### config.mk
export PLATFORM = sky130hd
export DESIGN_NAME = vhdci_cmd_rx
export DESIGN_NICKNAME = d
export VERILOG_FILES = /design/src/rtl/vhdci_cmd_rx.sv
export SDC_FILE = /design/constraint.sdc
export NUM_CORES = 1
export LEC_CHECK = 0
export CAP_MARGIN = 20
export CORE_MARGIN = 2
export CORE_UTILIZATION = 47
export CTS_BUF_LIST = sky130_fd_sc_hd__clkbuf_8
export CTS_CLUSTER_DIAMETER = 150
export CTS_CLUSTER_SIZE = 40
export DETAILED_ROUTE_END_ITERATION = 6
export MAX_ROUTING_LAYER = met4
export PLACE_DENSITY = 0.73
export SLEW_MARGIN = 20
export SYNTH_ARGS = -nofsm -noshare
export SYNTH_HDL_FRONTEND = slang
export SYNTH_SLANG_ARGS = --single-unit
### constraint.sdc
create_clock -name clk_in -period 2.34 [get_ports clk_in]
set_input_delay 0.468 -clock clk_in [delete_from_list [all_inputs] [get_ports clk_in]]
set_output_delay 0.468 -clock clk_in [all_outputs]
set_load 0.01 [all_outputs]
### src/rtl/vhdci_cmd_rx.sv
// Receive-side command deframer for the VHDCI link: rebuilds 5-symbol frames into
// address/data write commands, checks the XOR checksum, and tracks frame health.
module vhdci_cmd_rx #(
  parameter int CNT_W = 8
) (
  input  logic             clk_in,
  input  logic             rst_in,
  input  logic [6:0]       mux_data_in,
  input  logic             mux_synced,
  output logic             wr_valid,
  input  logic             wr_ready,
  output logic [7:0]       wr_addr,
  output logic [15:0]      wr_data,
  output logic [15:0]      frame_cnt,
  output logic [CNT_W-1:0] chk_err_cnt,
  output logic [CNT_W-1:0] abort_cnt,
  output logic [CNT_W-1:0] drop_cnt
);

  typedef enum logic [2:0] {IDLE, F1, F2, F3, CHK} state_t;

  state_t      state;
  logic [23:0] payload;
  logic [5:0]  acc;
  logic        sof;
  logic [5:0]  sym;
  logic        good;
  logic        take;
  logic        load;

  function automatic logic [CNT_W-1:0] sat_inc(input logic [CNT_W-1:0] v);
    return (&v) ? v : v + 1'b1;
  endfunction

  always_comb begin
    sof  = mux_data_in[6];
    sym  = mux_data_in[5:0];
    good = mux_synced && (state == CHK) && !sof && (sym == acc);
    take = wr_valid && wr_ready;
    // A completing frame may reuse the slot freed by a same-cycle handshake.
    load = good && (!wr_valid || take);
  end

  always_ff @(posedge clk_in) begin
    if (rst_in) begin
      state       <= IDLE;
      payload     <= '0;
      acc         <= '0;
      wr_valid    <= 1'b0;
      wr_addr     <= '0;
      wr_data     <= '0;
      frame_cnt   <= '0;
      chk_err_cnt <= '0;
      abort_cnt   <= '0;
      drop_cnt    <= '0;
    end else begin
      if (take)
        wr_valid <= 1'b0;
      if (load) begin
        wr_valid  <= 1'b1;
        wr_addr   <= payload[23:16];
        wr_data   <= payload[15:0];
        frame_cnt <= frame_cnt + 16'd1;
      end else if (good) begin
        drop_cnt <= sat_inc(drop_cnt);
      end

      if (!mux_synced) begin
        state <= IDLE;
        if (state != IDLE)
          abort_cnt <= sat_inc(abort_cnt);
      end else if (sof) begin
        // Any start marker begins a new frame; one arriving mid-frame aborts the old one.
        payload <= {18'd0, sym};
        acc     <= sym;
        state   <= F1;
        if (state != IDLE)
          abort_cnt <= sat_inc(abort_cnt);
      end else begin
        case (state)
          F1, F2, F3: begin
            payload <= {payload[17:0], sym};
            acc     <= acc ^ sym;
            state   <= (state == F1) ? F2 : (state == F2) ? F3 : CHK;
          end
          CHK: begin
            if (sym != acc)
              chk_err_cnt <= sat_inc(chk_err_cnt);
            state <= IDLE;
          end
          default: state <= IDLE;
        endcase
      end
    end
  end

endmodule

==> results.md, run 1 <==
* I/O pins at 76
* Mapped Nets at around 480
* WL/cell at between 10 and 15 um
* Clock Pin Slew Worst Setup and Hold Paths at roughly 0.1 ns
* Syn Area/Cell at approximately 8.6 um2
* Fin util at around 63%
* Final Total Pwr at approximately 3000 uW
* Die height at between 90 and 100 um
* Synth area leader: dfxtp_1
* Antenna Nets Post-Route at 0
* Placed Area at between 0.004 and 0.005 mm2
* Row cnt at 33
* Iteration-0 DRC Markers at 142
* Headroom to the max-slew limit at around 65%
* RePlAce Congestion at 0.850
* DRT Wirelength at a little under 9 mm
* Crit path capture type: register
* RSZ-0062 raised after global routing: false
* Setup TNS at 0 ns
* Share of layout cells above drive strength 1 at 8.68%
* CTS H-tree depth at 3
* Clock sink total at 98
* Kind of critical path: input pin to register
* Final Max Tran Viols at 0
* Die Footprint at between 0.009 and 0.01 mm2
* All-Layer GR Usage at between 20% and 30%
* CTS tree: done
* Ys Warns at 0
* Mux cell area share after synthesis at less than 1%
* Worst-Margin Slew at about 0.50 ns
* Vias per cell at ~5.4
* Leak at approximately 0.0018 uW
* Period utilization at 94.8%
* Initial Utilization at between 40 and 50%
* Post-DP HPWL at between 6 and 7 mm
* CP Launch Type: input pin
* # Post-CTS Setup Buffers at 0
* Most common flop cell mapped by yosys: dfxtp_1
* Layout Skew at between 0.007 and 0.008 ns
* Syn Inst Count at 460
* Peak VDD IR at ~0.34 mV
* Layout area overhead at 30.7%
* Remaining DRCs at 0
* Final setup viols at 0
* Root buf cell: clkbuf_8
* Initial antenna violation count at 0
* Status: finished, final reports clean
* Peak Freq at about 0.45 GHz
* Adder-Cell Fraction of Synth Area at between 1 and 1.5%
* Post-synth EDFFs at 0
* CP required at 2.63 ns
* Nets at approximately 560
* MaxCap Viol Count at 0
* Arrival @ worst endpoint at 2.51 ns
* Clock Latency Late Sink at approximately 0.36 ns
* Core footprint at 0.00822 mm2
* Largest net degree at the start of global routing at 50
* Number of detailed-routing iterations run before antenna repair at 4
* DR vias at around 3.6k
* Synth top area share at between 40% and 50%
* Synth async-reset ratio at 0%
* Gr ovfl total at 0
* Sequential fraction of the synthesis area at 49.5%
* Distinct cells, synth at 39
* Min cycle time layout at roughly 2.2 ns
* Class of the worst hold path: register to register
* Critical-path maximum fanout at 7
* CTS buffer count at 9
* Longest Clk Path Bufs at 2
* PortBufs at between 70 and 80
* Compound-cell area share of the yosys netlist at 18.2%
* Width of the die at 95.9 um
* Final Cell Area at about 0.0052 mm2
* First-pass GRT wire length at 14.6 mm
* Largest family of logic cells by synthesized area: simple AND/OR/NAND/NOR gates
* Post-Synthesis Cell Area at just under 0.004 mm2
* N_diodes at 0
* Post-CTS sizing at 0
* Fill cells at between 700 and 800
* Vias in the first global route at approximately 3.2k
* Pwr per Cell Area at ~570 mW/mm2
* Yosys reg bits at slightly below 100
* CTS Hold Buffers Added at 0
* Top post-synthesis cells by area: dfxtp_1 49%, nand2_1 7.1%, a21oi_1 6.7%, a22o_1 4.0%, xor2_1 3.5%
* XOR/XNOR Fraction of Synth Area at 5.30%
* Synth Area in Simple Gates at about 22%
* Final hold vios at 0
## power by group
part	internal (uW)	total [uW]	switching, uW
sequential	1680	1700	15.5
clock	504	1110	603
combinational	64.8	157	91.8
total	2250	2960	711
## sequential cells by signal, indices dropped and copies added, names as in the netlist
signal       cells
abort_cnt        8
acc              6
chk_err_cnt      8
drop_cnt         8
frame_cnt       16
payload         24
state            3
wr_addr          8
wr_data         16
wr_valid         1
## cell usage after synthesis, types with 6 or more instances
master	count
clkbuf_1	25
xor2_1	16
a22o_1	18
a21oi_1	53
or4_1	7
xnor2_1	8
nand2_1	75
o31ai_1	7
nand4_1	16
inv_1	6
nand3_1	16
o21ai_0	24
dfxtp_1	98
nor2_1	33
or3_1	11
a22oi_1	6
## placed cells by master, fill, tap and decap left out, types with 2 or more instances in the layout
| cell | count |
|---|---|
| a211oi_1 | 4 |
| a21oi_1 | 53 |
| a22o_1 | 18 |
| a22oi_1 | 6 |
| and2_1 | 2 |
| and3_1 | 4 |
| and3b_1 | 2 |
| and4_1 | 2 |
| buf_12 | 2 |
| buf_4 | 27 |
| clkbuf_8 | 9 |
| clkdlybuf4s50_1 | 74 |
| clkinvlp_4 | 2 |
| dfxtp_1 | 98 |
| ha_1 | 4 |
| inv_1 | 7 |
| mux2i_1 | 3 |
| nand2_1 | 75 |
| nand3_1 | 16 |
| nand4_1 | 16 |
| nor2_1 | 33 |
| nor2b_1 | 2 |
| nor3_1 | 4 |
| o21ai_0 | 24 |
| o31ai_1 | 7 |
| or3_1 | 11 |
| or4_1 | 7 |
| xnor2_1 | 8 |
| xor2_1 | 16 |
## path summary, 6_finish.rpt
| kind | slack, ns | startpoint | to | cells past startpoint |
|---|---|---|---|---|
| worst max-delay path | 0.12 | mux_data_in[3] | frame_cnt[15] | 7 |
| worst min-delay path | 0.46 | wr_data[9] | wr_data[9] | 2 |
| worst max register to register | 0.34 | acc[3] | frame_cnt[15] | 6 |
| worst min register to register | 0.46 | wr_data[9] | wr_data[9] | 2 |
## layer usage
layer | vias to the layer above | share of wire, % | wire length, um | GRT usage [%]
li1 | 1805 | - | - | -
met1 | 1675 | 50 | 4500 | 27.8
met2 | 70 | 45 | 4030 | 32.1
met3 | 8 | 3.6 | 325 | 3.76
met4 | 0 | 0.78 | 70 | 5.00
met5 | - | 0 | 0 | -
## cell families (layout without fill, tap and decap cells)
family	after synthesis	count (layout)
DFF	98	98
xor gates and xnor gates	24	24
muxes	3	3
AOI/OAI and AO/OA	118	118
adders and majority gates	4	4
and+or+nand+nor	180	180
buffers and inverters	33	126
## through the flow
step / cells / setup WS (ns) / hold WS, ns
floorplan: 460 / 0.331 / 0.436
global placement: 642 / -0.154 / 0.442
detailed placement: 642 / -0.237 / 0.448
CTS: 658 / 0.138 / 0.461
global route: 658 / 0.0171 / 0.471
finish: 658 / 0.121 / 0.460
## critical path, cell delays in order
cell,delay [ns]
clkdlybuf4s50_1,0.43
xor2_1,0.19
nor4_4,0.35
buf_4,0.18
nand4_1,0.25
or4_1,0.49
a21oi_1,0.15
## layout make-up
cell class | instances | area [um2] | share of cell area, %
Tap cell | 105 | 131 | 2.53
Clock inverter | 7 | 77.6 | 1.50
Clock buffer | 9 | 124 | 2.39
Timing Repair Buffer | 104 | 988 | 19.1
Inverter | 6 | 22.5 | 0.434
Sequential cell | 98 | 1960 | 37.8
Multi-Input combinational cell | 329 | 1880 | 36.2
Note: power is estimated with default switching activity, not from simulation.
==> inputs of run 2 (changes only) <==
CTS_CLUSTER_SIZE = 28   (was 40)
REMOVE_ABC_BUFFERS = 1   (was default)
==> run 2 against run 1 <==
Against the previous run: combinational power barely moved; hold slack got worse by 0.13 ns; setup slack better by 0.057 ns; non-clock buffer count rose by 3; utilization is 0.18 points higher; critical path type unchanged; sequential share of layout area down 0.11 points; register-to-register slack better by 0.05 ns; count of clock-buffer cells in the layout unchanged; first-iteration DRC count up 30%; clock skew up 0.011 ns; maximum frequency up 2.6%; final area rose by 0.29%.
==> results.md, run 2 (synthesized netlist as in run 1, its figures left out) <==
* WL/cell at around 13 um
* Final Max Tran Viols at 0
* Fill cells at ~710
* Reg with most FFs: payload
* CTS Hold Buffers Added at 0
* First-pass GRT wire length at 14.6 mm
* Delay-heaviest family, CP: buffers and inverters
* Layout Skew at around 0.018 ns
* Placed insts at approximately 650
* Iteration-0 DRC Markers at 185
* # Post-CTS Setup Buffers at 0
* Period utilization at between 90% and 100%
* DR vias at around 3.6k
* CTS H-tree depth at 3
* Antenna Nets Post-Route at 0
* PortBufs at 75
* Cell Int Power at between 2000 and 2500 uW
* Commonest non-fill, non-tap cell in the layout: dfxtp_1
* Worst slack, placed at -0.212 ns
* Remaining DRCs at 0
* Die Footprint at between 0.009 and 0.01 mm2
* Width of the die at around 96 um
* Logic pwr share at under 10%
* P_sw at 724 uW
* I/O pins at 76
* Pwr per Cell Area at between 500 and 600 mW/mm2
* Peak VDD IR at 0.267 mV
* Hold_sp: rst_in
* Crit path capture type: register
* Class of the worst hold path: input pin to register
* Kind of critical path: input pin to register
* Gr ovfl total at 0
* Clock Latency Late Sink at about 0.37 ns
* Setup ws final at 0.178 ns
* R2R depth at 7
* Final cell count without fillers at between 600 and 700
* CTS tree: done
* Clock Power Share at a little under two fifths
* Leak at around 0.0018 uW
* Status: finished, final reports clean
* Registers with the most flip-flops: payload (24), frame_cnt (16), wr_data (16)
* Layout area overhead at 31.1%
* CTS buffer count at 9
* Headroom to the max-slew limit at between 40% and 50%
* Sw Share at around a quarter
* CP max stage delay at 0.44 ns
* Worst r2r src: acc[3]
* Post-CTS sizing at 0
* MaxCap Viol Count at 0
* Vias in the first global route at ~3.2k
* Initial antenna violation count at 0
* CP required at between 2 and 3 ns
* Worst path slowest cell: clkdlybuf4s50_1
* CP most frequent cell: buf_4
* DRT Wirelength at slightly below 9 mm
* Fin util at around 63%
* Sequential share of power at between 50% and 60%
* Die height at between 90 and 100 um
* Share of layout cells above drive strength 1 at 9.35%
* Vias per cell at about 5.4
* Arrival @ worst endpoint at ~2.5 ns
* All-Layer GR Usage at 20.4%
* Worst path cell trace: clkdlybuf4s50_1, xor2_1, nor4_4, buf_4, nand4_1, buf_4, or3_1, a21oi_1
* Worst-Margin Slew at around 0.80 ns
* RePlAce Congestion at between 0.8 and 0.9
* Core footprint at 0.00822 mm2
* Peak Freq at 0.463 GHz
* Initial Utilization at about half
* Row cnt at 33
* Worst reg2reg path endpoint: frame_cnt[9]
* Hold EP: state[0]
* Buf+Inv Stages, Crit Path at 3
* Commonest non-fill, non-tap cells in the layout: 98 x dfxtp_1, 75 x nand2_1, 74 x clkdlybuf4s50_1
* N_diodes at 0
* Reg2Reg Setup Slack at roughly 0.39 ns
* Final hold vios at 0
* RSZ-0062 raised after global routing: false
* Longest Clk Path Bufs at 2
* Critical-path maximum fanout at 7
* Hold depth at 2
* Largest net degree at the start of global routing at 78
* CP Launch Type: input pin
* Largest register FFs at 24
* Root buf cell: clkbuf_8
* Clock Pin Slew Worst Setup and Hold Paths at around 0.1 ns
* Final setup viols at 0
* Clock sink total at 98
* Number of detailed-routing iterations run before antenna repair at 5
* Min cycle time layout at 2.16 ns
* Post-DP HPWL at around 6.1 mm
* Nets at roughly 570
-- run 2: cell types whose count changed in the layout (fill, tap and decap cells not counted), sizes merged --
cell | previous run | this run
clkinv | 1 | 2
buf | 30 | 33
clkinvlp | 2 | 1
-- run 2: power groups by stage --
stage,Clock [uW],Sequential (uW),Combinational [uW]
5_1_grt,1220,1700,176
3_5_place_dp,0,1740,158
6_report,1130,1700,159
4_1_cts,1150,1700,160
3_3_place_gp,0,1730,155
2_1_floorplan,0,1730,65.9
-- run 2: area by class of cell --
type	instances	area (um2)	share of cell area, %
clock buffer	9	124	2.38
clock inverter	7	82.6	1.59
inverter	6	22.5	0.433
multi-input combinational	329	1880	36.1
sequential	98	1960	37.7
tap	105	131	2.53
timing repair buffer	107	998	19.2
-- run 2: per-stage QoR --
| step | power [uW] | hold slack, ns | setup TNS (ns) | instance area, um2 |
|---|---|---|---|---|
| 6_report | 2980 | 0.335 | 0 | 5200 |
| 5_1_grt | 3090 | 0.338 | 0 | 5200 |
| 3_5_place_dp | 1890 | 0.444 | -4.21 | 4990 |
| 2_1_floorplan | 1800 | 0.430 | -10.79 | 3860 |
| 3_3_place_gp | 1890 | 0.439 | -3.06 | 4990 |
| 4_1_cts | 3010 | 0.338 | 0 | 5200 |
-- run 2: layer usage --
metal / global-route usage [%] / share of wire [%] / wire, um
met2: 31.9 / 47 / 4170
met1: 26.7 / 48 / 4250
met3: 4.07 / 4.1 / 370
met5: - / 0 / 0
met4: 6.79 / 1.4 / 129
-- run 2: worst max-delay path by stage --
stage,from,end,slack [ns],cells after the start
final,mux_data_in[3],frame_cnt[9],0.18,8
after global routing,mux_data_in[3],drop_cnt[7],0.05,8
after CTS,mux_data_in[3],drop_cnt[5],0.16,8
after detailed placement,mux_data_in[3],drop_cnt[5],-0.21,8
after global placement,mux_data_in[6],chk_err_cnt[6],-0.25,8
after floorplan,mux_data_in[3],frame_cnt[10],-0.73,5
